<file path="src/rtl/pc_sequencer_if.sv">
// Instruction-memory fetch port: the sequencer raises a request with a
// byte address and holds it until memory acks with the instruction word.
interface pc_sequencer_if;
    logic        o_imem_req;
    logic [31:0] o_imem_addr;
    logic        i_imem_ack;
    logic [31:0] i_imem_data;

    // Sequencer side: issues requests, receives ack/data.
    modport master (
        output o_imem_req,
        output o_imem_addr,
        input  i_imem_ack,
        input  i_imem_data
    );

    // Memory side: receives requests, returns ack/data.
    modport slave (
        input  o_imem_req,
        input  o_imem_addr,
        output i_imem_ack,
        output i_imem_data
    );
endinterface

</file>
<file path="src/rtl/pc_sequencer.sv">
// Multi-cycle fetch/PC controller. Owns the PC, fetches one instruction
// at a time over the imem handshake, hands it to decode, then waits for
// the branch/jump decision before loading the next PC.
module pc_sequencer #(
    parameter logic [29:0] RESET_PC = 30'h0000_0000
) (
    input  logic                  i_clk,
    input  logic                  i_rst_n,
    pc_sequencer_if.master        imem,
    output logic [31:0]           o_instr,
    output logic                  o_instr_valid,
    input  logic                  i_resolve,
    input  logic                  i_stall,
    input  logic                  i_pc_src,
    input  logic [29:0]           i_target_pc,
    output logic [29:0]           o_incr_pc,
    output logic [29:0]           o_pc,
    output logic [31:0]           o_retired
);

    typedef enum logic [1:0] {
        S_IDLE  = 2'b00,
        S_FETCH = 2'b01,
        S_EXEC  = 2'b10
    } state_t;

    state_t      state, state_nxt;
    logic [29:0] pc_q, pc_nxt;
    logic [31:0] ret_q, ret_nxt;
    logic [31:0] instr_q, instr_nxt;
    logic        valid_q, valid_nxt;

    // Fetch port and incrementer depend only on registered state, so there
    // is no combinational path from the ack back to the request.
    assign o_incr_pc        = pc_q + 30'd1;
    assign o_pc             = pc_q;
    assign o_retired        = ret_q;
    assign o_instr          = instr_q;
    assign o_instr_valid    = valid_q;
    assign imem.o_imem_req  = (state == S_FETCH);
    assign imem.o_imem_addr = {pc_q, 2'b00};

    // State and datapath registers; reset wins over everything, even mid-fetch.
    always_ff @(posedge i_clk) begin
        if (!i_rst_n) begin
            state   <= S_IDLE;
            pc_q    <= RESET_PC;
            ret_q   <= 32'd0;
            instr_q <= 32'd0;
            valid_q <= 1'b0;
        end else begin
            state   <= state_nxt;
            pc_q    <= pc_nxt;
            ret_q   <= ret_nxt;
            instr_q <= instr_nxt;
            valid_q <= valid_nxt;
        end
    end

    // Next-state and datapath selection; valid is a one-cycle pulse so it
    // defaults low, and ack/resolve only matter in their own states.
    always_comb begin
        state_nxt = state;
        pc_nxt    = pc_q;
        ret_nxt   = ret_q;
        instr_nxt = instr_q;
        valid_nxt = 1'b0;
        case (state)
            S_IDLE: state_nxt = S_FETCH;
            S_FETCH: begin
                if (imem.i_imem_ack) begin
                    instr_nxt = imem.i_imem_data;
                    valid_nxt = 1'b1;
                    state_nxt = S_EXEC;
                end
            end
            S_EXEC: begin
                if (i_resolve && !i_stall) begin
                    pc_nxt    = i_pc_src ? i_target_pc : o_incr_pc;
                    ret_nxt   = ret_q + 32'd1;
                    state_nxt = S_FETCH;
                end
            end
            default: state_nxt = S_IDLE;
        endcase
    end

endmodule

</file>
<file path="src/flat_wrapper.sv">
// flat-port wrapper written by rule: the top's interface ports become plain ports
module pc_sequencer_flat 
#(
    parameter logic [29:0] RESET_PC = 30'h0000_0000
)
  (i_clk, i_rst_n, o_instr, o_instr_valid, i_resolve, i_stall, i_pc_src, i_target_pc, o_incr_pc, o_pc, o_retired, imem_o_imem_req, imem_o_imem_addr, imem_i_imem_ack, imem_i_imem_data);
  pc_sequencer_if imem_i ();
  input  logic i_clk;
  input  logic i_rst_n;
  output logic [31:0] o_instr;
  output logic o_instr_valid;
  input  logic i_resolve;
  input  logic i_stall;
  input  logic i_pc_src;
  input  logic [29:0] i_target_pc;
  output logic [29:0] o_incr_pc;
  output logic [29:0] o_pc;
  output logic [31:0] o_retired;
  output wire logic [$bits(imem_i.o_imem_req)-1:0] imem_o_imem_req;
  output wire logic [$bits(imem_i.o_imem_addr)-1:0] imem_o_imem_addr;
  input wire logic [$bits(imem_i.i_imem_ack)-1:0] imem_i_imem_ack;
  input wire logic [$bits(imem_i.i_imem_data)-1:0] imem_i_imem_data;
  assign imem_o_imem_req = imem_i.o_imem_req;
  assign imem_o_imem_addr = imem_i.o_imem_addr;
  assign imem_i.i_imem_ack = imem_i_imem_ack;
  assign imem_i.i_imem_data = imem_i_imem_data;
  pc_sequencer #(.RESET_PC(RESET_PC)) u_core (.i_clk(i_clk), .i_rst_n(i_rst_n), .imem(imem_i), .o_instr(o_instr), .o_instr_valid(o_instr_valid), .i_resolve(i_resolve), .i_stall(i_stall), .i_pc_src(i_pc_src), .i_target_pc(i_target_pc), .o_incr_pc(o_incr_pc), .o_pc(o_pc), .o_retired(o_retired));
endmodule
</file>
<file path="config.mk">
export PLATFORM = sky130hd
export DESIGN_NAME = pc_sequencer_flat
export DESIGN_NICKNAME = d
export VERILOG_FILES = /design/src/rtl/pc_sequencer_if.sv /design/src/rtl/pc_sequencer.sv /design/src/flat_wrapper.sv
export SDC_FILE = /design/constraint.sdc
export NUM_CORES = 1
export LEC_CHECK = 0
export CAP_MARGIN = 10
export CORE_MARGIN = 1.5
export CORE_UTILIZATION = 46
export CTS_CLUSTER_SIZE = 40
export DETAILED_ROUTE_END_ITERATION = 12
export MAX_ROUTING_LAYER = met4
export PLACE_DENSITY = 0.9
export SETUP_SLACK_MARGIN = 0.02
export SLEW_MARGIN = 40
export SYNTH_ARGS = -nofsm -noshare
export SYNTH_HDL_FRONTEND = slang
export SYNTH_SLANG_ARGS = --single-unit
</file>
<file path="constraint.sdc">
create_clock -name i_clk -period 4.4 [get_ports i_clk]
set_clock_uncertainty 0.05 [all_clocks]
set_input_delay 0.88 -clock i_clk [delete_from_list [all_inputs] [get_ports i_clk]]
set_output_delay 0.88 -clock i_clk [all_outputs]
set_load 0.05 [all_outputs]
</file>
==> summary.md <==
The clock net in this run drives a total of 97 sinks. Compared with the post-synthesis result, the final layout area differs by 45.1%. The slowest stage of the critical path is the sky130_fd_sc_hd__clkdlybuf4s50_1 cell.

The cell type with the largest total area after synthesis was sky130_fd_sc_hd__dfxtp_1. The tools report the combinational share of power as 0.154. The H-tree generated during clock tree synthesis spans 3 levels. The area of the die is 11900 µm². For the number of I/O pins, the log shows 226.

The tool flagged a number of max-cap violations equal to 0. The number of enable flip-flop cells after synthesis is 0. In this run the vertical extent of the chip is 109 µm. TritonCTS built the clock tree.

The worst setup path is launched from a flip-flop. The share of synthesized flip-flops with an asynchronous set or reset was 0. Hold repair after CTS inserted 0 buffers. The library cell used most frequently in the layout, excluding fill and tap cells, is sky130_fd_sc_hd__clkdlybuf4s50_1.

Worst slew margin relative to its limit: 0.484. Clock tree synthesis selected as its root buffer the cell sky130_fd_sc_hd__clkbuf_8. The cell count after placement is 960, and the slew of the pin with the lowest slew margin is 0.774 ns. The critical path is of the flip-flop to primary output type. The sequential fraction of the synthesis area was 0.376.

The final worst-path cycle share was 0.917. The number of buffers between clock root and the deepest sink was 2. Among all flip-flop cells after synthesis, the most frequent one is sky130_fd_sc_hd__dfxtp_1. The global router's overall resource usage is 0.270. The logs give 976 for the final cell count without fillers and 331 for the detailed router's first-iteration violation count. Layer with the highest usage after global routing: met2.

The clock reaches the later pin of the worst-skew pair after 0.37 ns. After global routing the overflow that remains totals 0. Among the stages of the critical path, the cell type that occurs most often is sky130_fd_sc_hd__nand3_1.

Critical register-to-register path startpoint: u_core.o_pc[17]$_SDFFE_PN0P_. Wires add up to 15900 µm. Proportion of power drawn by the clock network: 0.357. The first detailed-routing pass ran for 5 iterations. In the final timing run, aggregate negative setup slack is 0 ns. Summed over all cells, the static leakage comes to 2.68 nW. The tools report the final count of negative-setup-slack endpoints as 0. The starting density of the core is 0.474, and the final weighted congestion in routability-driven placement is 0.837. The initial antenna violation count came out at 0. The run finished with clean final reports.

The tools report the met2 layer usage reported by global route as 0.448. STA puts the critical path data arrival time at 3.10 ns. The share of the synthesized area in the top cell type was 0.376; the number of flip-flops and latches in the synthesized netlist was 97. The tightest min-delay check is of the flip-flop to flip-flop type. For this run, design rule violations remaining after detail routing come to 0. For the number of cells produced by synthesis, the log shows 658.

The core region is 10900 µm². For the met3 routing resource usage after global routing, the log shows 0.0598. Via count of the first global-routing pass: 5012. The tools report the final count of pins violating max slew as 0. The share of layout cells above drive strength 1 was 0.0538. The switching power came out at 0.525 mW.

After legalization and detailed placement, the total HPWL measured 11400 µm. After the last flow step, the layout net total stands at 901. Setup repair after global routing left no endpoint under its margin. The run gives 0.488 as the fraction of power consumed by sequential logic. The time the final worst path needs with I/O delays and setup was 4.03 ns; the average wire per standard cell was 16.3 µm. STA classifies the critical path endpoint as a primary output.

The mapped netlist covers 5160 µm². Timing would allow up to 248 MHz. For this run, the number of Yosys warnings is 0.

The distinct cell type count of the synthesized netlist is 57, and the met1 usage is 0.320. The number of antenna repair diodes was 0. Once detail routing completed, the nets flagged for antenna violations numbered 0. The worst-case IR drop observed on VDD is 0.000221 V. The logs give 5409 for the total number of vias and 3.47 ns for the data required time at the worst endpoint.

Gates resized during post-CTS repair numbered 0. The die width is 109 µm. The startpoint identified for the worst hold timing path is u_core.o_instr[23]$_SDFFE_PN0P_.

Leaving out fill and tap cells, the most frequent cells in the layout are sky130_fd_sc_hd__clkdlybuf4s50_1 (219), sky130_fd_sc_hd__nand2_1 (113), sky130_fd_sc_hd__dfxtp_1 (97), sky130_fd_sc_hd__nor2_1 (53), sky130_fd_sc_hd__a21oi_1 (50). The tools report the final count of hold timing violations as 0. By area the synthesized netlist is led by sky130_fd_sc_hd__dfxtp_1 (38%), sky130_fd_sc_hd__nand2_1 (8.2%), sky130_fd_sc_hd__xnor2_1 (5.1%). In this run, CTS created clock tree buffers numbering 9. The tools report the total number of placement rows as 38. Power spread over the standard cell area amounts to 249 nW/µm². Dividing the synthesized area by the synthesized cell count gives 7.84 µm². Of all nets on the critical path, the largest fanout is 8. The clock transition at the registers of the reported paths was 0.11 ns.

In this run the worst setup path begins at u_core.o_pc[0]$_SDFFE_PN0P_. Cell internal power was estimated by the tool at 1.34 mW. The critical path goes through ha_1 -> nand3_1 -> nor4_2 -> nand3_1 -> xnor2_1 -> clkdlybuf4s50_1. The delay of the slowest cell on the worst path came out at 0.84 ns.

The tools report the total setup buffers inserted after CTS as 0. Switching share of total power: 0.282. The port buffer count is 223, and the per-cell via count in the routed design is 5.54.

The run gives 24600 µm as the wire length of the first global-routing pass. Entering global routing, the biggest net connects 46 pins.
==> Yosys cell counts (3+ instances only) <==
master / count
sky130_fd_sc_hd__a21oi_1: 50
sky130_fd_sc_hd__a22oi_1: 4
sky130_fd_sc_hd__a31oi_1: 10
sky130_fd_sc_hd__a41oi_1: 4
sky130_fd_sc_hd__and2_1: 4
sky130_fd_sc_hd__and3_1: 15
sky130_fd_sc_hd__and4_1: 4
sky130_fd_sc_hd__buf_2: 4
sky130_fd_sc_hd__buf_4: 32
sky130_fd_sc_hd__clkbuf_1: 36
sky130_fd_sc_hd__dfxtp_1: 97
sky130_fd_sc_hd__inv_1: 11
sky130_fd_sc_hd__mux2i_1: 12
sky130_fd_sc_hd__nand2_1: 113
sky130_fd_sc_hd__nand2b_1: 7
sky130_fd_sc_hd__nand3_1: 27
sky130_fd_sc_hd__nand4_1: 22
sky130_fd_sc_hd__nor2_1: 54
sky130_fd_sc_hd__nor2b_1: 4
sky130_fd_sc_hd__nor3_1: 16
sky130_fd_sc_hd__nor4_1: 9
sky130_fd_sc_hd__o211ai_1: 6
sky130_fd_sc_hd__o21ai_0: 13
sky130_fd_sc_hd__o31ai_1: 4
sky130_fd_sc_hd__o41ai_1: 3
sky130_fd_sc_hd__or3_1: 3
sky130_fd_sc_hd__or4_1: 4
sky130_fd_sc_hd__xnor2_1: 30
sky130_fd_sc_hd__xor2_1: 21
==> power groups by stage <==
stage          combinational, mW  clock [mW]  sequential (mW)
6_report                   0.288       0.666            0.910
3_5_place_dp               0.287           0            0.931
4_1_cts                    0.289       0.673            0.910
3_3_place_gp               0.286           0            0.930
5_1_grt                    0.305       0.716            0.914
2_1_floorplan              0.105           0            0.989
==> flip-flops by register name, indices dropped and copies added, names as in the netlist <==
name                  count
u_core.o_retired         32
u_core.o_pc              30
u_core.o_instr           32
u_core.o_instr_valid      1
u_core.state              2
==> worst max-delay path, delay by kind of cell, from the launching register on <==
| kind | cells | cell delay [ns] |
|---|---|---|
| and+or+nand+nor | 3 | 0.95 |
| buffers and inverters | 1 | 0.84 |
| DFF | 1 | 0.47 |
| adders and majority gates | 1 | 0.31 |
| xor gates and xnor gates | 1 | 0.17 |
==> logic make-up (layout without fill, tap and decap cells) <==
group,Yosys count,count (layout),share of synthesized area
other cells,1,2,0.000727
buf+inv,86,263,0.0868
flops,97,97,0.376
mux,12,12,0.0233
xor+xnor,51,51,0.0866
simple gates,293,293,0.279
compound gates,116,116,0.142
fa+ha+maj,2,2,0.00485
==> final timing paths <==
check | endpoint | slack (ns) | cells past startpoint
setup reg to reg | u_core.o_pc[22]$_SDFFE_PN0P_ | 1.98 | 5
setup / recovery | o_incr_pc[18] | 0.37 | 6
hold / removal | u_core.o_instr[23]$_SDFFE_PN0P_ | 0.41 | 2
hold reg to reg | u_core.o_instr[23]$_SDFFE_PN0P_ | 0.41 | 2
==> layout make-up <==
type / count / area [µm²]
clock inverters: 7 / 101
inverters: 12 / 45.0
multi-input cells: 476 / 2790
well taps: 140 / 175
flip-flops and latches: 97 / 1940
repair buffers: 235 / 2310
clock buffers: 9 / 124
fillers: 896 / 3400
==> metrics by stage <==
step | total power [mW] | area, µm² | hold slack [ns] | util | worst slack (ns)
floorplan | 1.09 | 5160 | 0.488 | - | 0.703
global placement | 1.22 | 7250 | 0.390 | 0.666 | 0.556
detailed placement | 1.22 | 7250 | 0.395 | 0.666 | 0.481
CTS | 1.87 | 7480 | 0.409 | 0.687 | 0.0588
global route | 1.94 | 7480 | 0.428 | 0.687 | 0.124
finish | 1.86 | 7480 | 0.407 | 0.687 | 0.366
==> routing by layer <==
layer,vias up,share of wire
li1,2614,-
met1,2522,0.40
met2,247,0.49
met3,26,0.089
met4,0,0.021
met5,-,0
Note: power is estimated with default switching activity, not from simulation.
==> edit 1, RTL diff (config.mk and constraints unchanged) <==
Add an input register stage for `i_target_pc`, with the module's reset; this delays it by one clock. The other inputs are not delayed to match.
--- a/src/rtl/pc_sequencer.sv
+++ b/src/rtl/pc_sequencer.sv
@@ -25,2 +25,12 @@
     } state_t;
+
+    logic [29:0] i_target_pc_q;
+
+    always_ff @(posedge i_clk) begin
+        if (!i_rst_n) begin
+            i_target_pc_q <= '0;
+        end else begin
+            i_target_pc_q <= i_target_pc;
+        end
+    end
 
@@ -78,3 +88,3 @@
                 if (i_resolve && !i_stall) begin
-                    pc_nxt    = i_pc_src ? i_target_pc : o_incr_pc;
+                    pc_nxt    = i_pc_src ? i_target_pc_q : o_incr_pc;
                     ret_nxt   = ret_q + 32'd1;
Function: changed (Yosys sat finds a counterexample within 4 cycles, from zero or initial values and one cycle with i_rst_n low).
==> edit 1 against the unedited design <==
Global-route usage is 0.44 points lower. Setup slack lost 0.14 ns. Register-to-register slack got worse by 0.17 ns. Clock power increased by 120%. Cell area up 22%. First-iteration DRC count rose by 88%. Highest routed layer unchanged. Total power is 59% higher. Sequential cell count rose by 30. Via count grew 21%. Wire length increased by 21%. Area after synthesis rose by 25%.
==> edit 1: results (changes against the unedited design) <==
[yosys]
synth_cell_type_count=65  ; +14%
synth-compound-area-share_pct=14.89  ; +0.68 points
seq_area_frac_synth_pct=39.40  ; +1.8 points
synth_xor_area_share_pct=5.158  ; -3.5 points
synth_common_cells=dfxtp_1 (127), nand2_1 (115), a21oi_1 (51), clkbuf_1 (46), nand3_1 (39)
synth_mux_area_share_pct=1.862  ; -0.47 points
synthAdderAreaFrac_pct=0.3878  ; -0.097 points

[grt]
grt_use_met3_pct=6.203  ; +0.23 points
use_met1_pct=31.91  ; -0.072 points
grt_use_total_pct=26.60  ; -0.44 points
grt_start_max_net_pins=50  ; +8.7%
grt_pass1_vias=5971  ; +19%
met2_usage_pct=43.01  ; -1.8 points
antenna_found_initial=0  ; unchanged
grt_pass1_wl_um=30220  ; +23%

[clock_network]
htreeDepth=4  ; +1
numCtsBuffers=17  ; +8
clk_latency_ns=0.43  ; +0.06 ns
cts_resized=0  ; unchanged
cts_root_buffer=clkbuf_16
max-clock-path-buffers=2  ; unchanged
clk_pin_slew_ns=0.06  ; -0.05 ns

[setup_path]
critical-path-max-stage-delay_ns=0.82  ; -0.02 ns
endpoint=o_incr_pc[23]
r2r_slack_ns=1.81  ; -0.17 ns
cp.arrival_ns=3.25  ; +0.15 ns
r2r_start=u_core.o_retired[4]
r2r-end=u_core.o_retired[31]
critPathMaxFanout=10  ; +2
r2r_cells=4  ; -1
crit_start=u_core.o_pc[2]

[power_and_ir_drop]
vdd_drop_max_v=0.0003042  ; +38%
p_sw_w=0.0007388  ; +41%
seq_power_w=0.00121  ; +33%
leakagePower_nw=3.201  ; +19%
p_clk_w=0.00145  ; +120%

[detailed_routing]
via_per_inst=5.762  ; +4.0%
wl_met1_um=7764  ; +21%
wl_per_cell_um=16.90  ; +4.0%
wl_met3_um=1413  ; -0.21%
dr_wl_met2_um=9488  ; +23%
drtIter0Drc=621  ; +88%

[cells_and_area]
final_nets=1017  ; +13%
layout-drive-gt1-share_pct=7.187  ; +1.8 points

[placed_design]
hpwl_um=12930  ; +13%
place_congestion=0.8907  ; +6.4%
pre_cts_ws_ns=0.5619  ; +0.08117 ns

[sta]
maxSlewHeadroom_pct=43.71  ; -4.7 points
hold_ws_ns=0.4028  ; -0.004551 ns
fin_crit_ns=4.176  ; +0.1420 ns

[outcome]
status=finished clean

[edit 1: cell count changes in the layout (fill, tap and decap cells not counted), moves of 7 or more]
cell,unedited run,this run
and2_1,4,35
dfxtp_1,97,127
nor2_1,53,33
clkbuf_16,0,17
nand2b_1,7,20
nand3_1,27,38
o311ai_0,0,11
xnor2_1,30,19
nor4_1,8,17
o41ai_1,3,12
and3_1,15,8
and4_1,4,11
clkbuf_8,9,2
[edit 1: per-stage QoR]
stage / cell area [µm²] / total power, W / std cells
detailed placement: 8499 / 0.001541 / 1108
global placement: 8499 / 0.001536 / 1108
CTS: 9115 / 0.002990 / 1140
finish: 9155 / 0.002973 / 1140
floorplan: 6456 / 0.001413 / 790
global route: 9155 / 0.003066 / 1140
[edit 1: layout make-up]
type	count	area, µm²
clock buffer	20	456.7
inverter	6	22.52
clock inverter	12	158.9
tap	180	225.2
timing repair buffer	237	2327
multi-input combinational	558	3422
sequential	127	2542
fill	1108	4618
==> edit 2, RTL diff (config.mk and constraints unchanged) <==
Made on the original files. Take the reset off `instr_q` and load it in a clocked block of its own.
--- a/src/rtl/pc_sequencer.sv
+++ b/src/rtl/pc_sequencer.sv
@@ -48,3 +48,2 @@
             ret_q   <= 32'd0;
-            instr_q <= 32'd0;
             valid_q <= 1'b0;
@@ -54,5 +53,8 @@
             ret_q   <= ret_nxt;
-            instr_q <= instr_nxt;
             valid_q <= valid_nxt;
         end
+    end
+
+    always_ff @(posedge i_clk) begin
+        instr_q <= instr_nxt;
     end
Formal check against the unedited RTL: differs if i_rst_n is asserted again (counterexample within 4 cycles, from zero or initial values and one cycle with i_rst_n low); with i_rst_n held inactive, the same outputs for 10 cycles.
==> edit 2 against the unedited design <==
Synthesized cell count shrank 7.4%. Cell area grew 2.6%. Area after synthesis rose by 2.7%. Sequential power grew 5.8%. Setup slack got worse by 0.17 ns. Wire length is 4.9% higher. Total power grew 11%. Sequential cell count stayed put.
==> edit 2: results (changes against the unedited design) <==
[setup_path]
r2r_cells=4  ; -1
r2r_start=u_core.o_retired[12]
r2r-end=u_core.o_retired[28]
endpoint=o_incr_pc[21]
r2r_slack_ns=1.88  ; -0.10 ns
critPathMaxFanout=10  ; +2
cp.arrival_ns=3.27  ; +0.17 ns

[yosys]
synth_edf_count=32  ; +32
synthTopCellsByArea=dfxtp_1 (25%), edfxtp_1 (18%), buf_4 (4.5%)
synth_mux_area_share_pct=0.9441  ; -1.4 points
seq_area_frac_synth_pct=42.67  ; +5.0 points
synthAdderAreaFrac_pct=0.4720  ; -0.013 points
synth-compound-area-share_pct=15.86  ; +1.7 points
synth_common_cells=dfxtp_1 (65), nand2_1 (54), nand3_1 (42), a21oi_1 (37), clkbuf_1 (34)
synth_xor_area_share_pct=5.782  ; -2.9 points

[cells_and_area]
num-clock-buffers=11  ; +2
layout-drive-gt1-share_pct=5.263  ; -0.12 points
fillerInstances=880  ; -1.8%
signal_buffer_area_fraction_pct=30.04  ; -0.82 points
multi_input_gates=412  ; -13%
clk_share_pct=4.105  ; +1.1 points
final_nets=844  ; -6.3%
seq_cell_count=97  ; unchanged
seq_area_share_pct=29.45  ; +3.5 points
multi_input_area_share_pct=33.15  ; -4.1 points
inverters=19  ; +7

[outcome]
status=finished clean

[power_and_ir_drop]
leakagePower_nw=2.469  ; -7.9%
p_sw_w=0.0005248  ; about the same

[min_path]
holdPathEnd=u_core.o_retired[31]

[sta]
timing.final.crit_share_pct=95.53  ; +3.8 points
hold_ws_ns=0.4271  ; +0.01971 ns
tightest_slew_ns=0.7471  ; -0.02654 ns

[grt]
grt_start_max_net_pins=49  ; +6.5%
grt_use_total_pct=27.41  ; +0.38 points
grt_pass1_wl_um=25210  ; +2.4%
grt_pass1_vias=4933  ; -1.6%

[clock_network]
cts_resized=0  ; unchanged
clk_latency_ns=0.33  ; -0.04 ns
cts_root_buffer=clkbuf_16
clk_pin_slew_ns=0.07  ; -0.04 ns

[placed_design]
hpwl_um=11940  ; +4.6%
place_congestion=0.9101  ; +8.8%
pre_cts_ws_ns=0.6033  ; +0.1226 ns
placed_area_um2=7366  ; +1.6%

[detailed_routing]
via_per_inst=5.939  ; +7.2%
drtIter0Drc=421  ; +27%
wl_per_cell_um=18.05  ; +11%
drtPass1Iterations=6  ; +1

[floorplan]
num_rows=39  ; +2.6%

edit 2: layer usage:
layer,GRT usage (%),part of all wire [%],vias to the layer above
met5,-,0,-
met4,10.35,2.5,0
met3,5.115,10,38
met2,45.94,48,341
met1,32.76,39,2551
li1,-,-,2546
edit 2: power by group through the flow:
stage	Sequential (W)	Combinational, W	Clock [W]
3_5_place_dp	0.000983	0.000275	0
5_1_grt	0.000965	0.000289	0.000887
2_1_floorplan	0.00104	0.0000951	0
3_3_place_gp	0.000982	0.000272	0
4_1_cts	0.000963	0.000276	0.000839
6_report	0.000963	0.000277	0.000822
edit 2: worst reg2reg max path, delay by kind of cell (launching register included):
family / cells / cell delay, ns
flops: 1 / 0.40
compound gates: 1 / 0.17
simple gates: 3 / 1.83
edit 2: per-stage QoR:
stage	power [W]	cells	util, %
6_report	0.002062	922	67.85
3_3_place_gp	0.001254	906	65.06
2_1_floorplan	0.001135	610	-
3_5_place_dp	0.001258	906	65.06
4_1_cts	0.002078	922	67.85
5_1_grt	0.002142	922	67.85
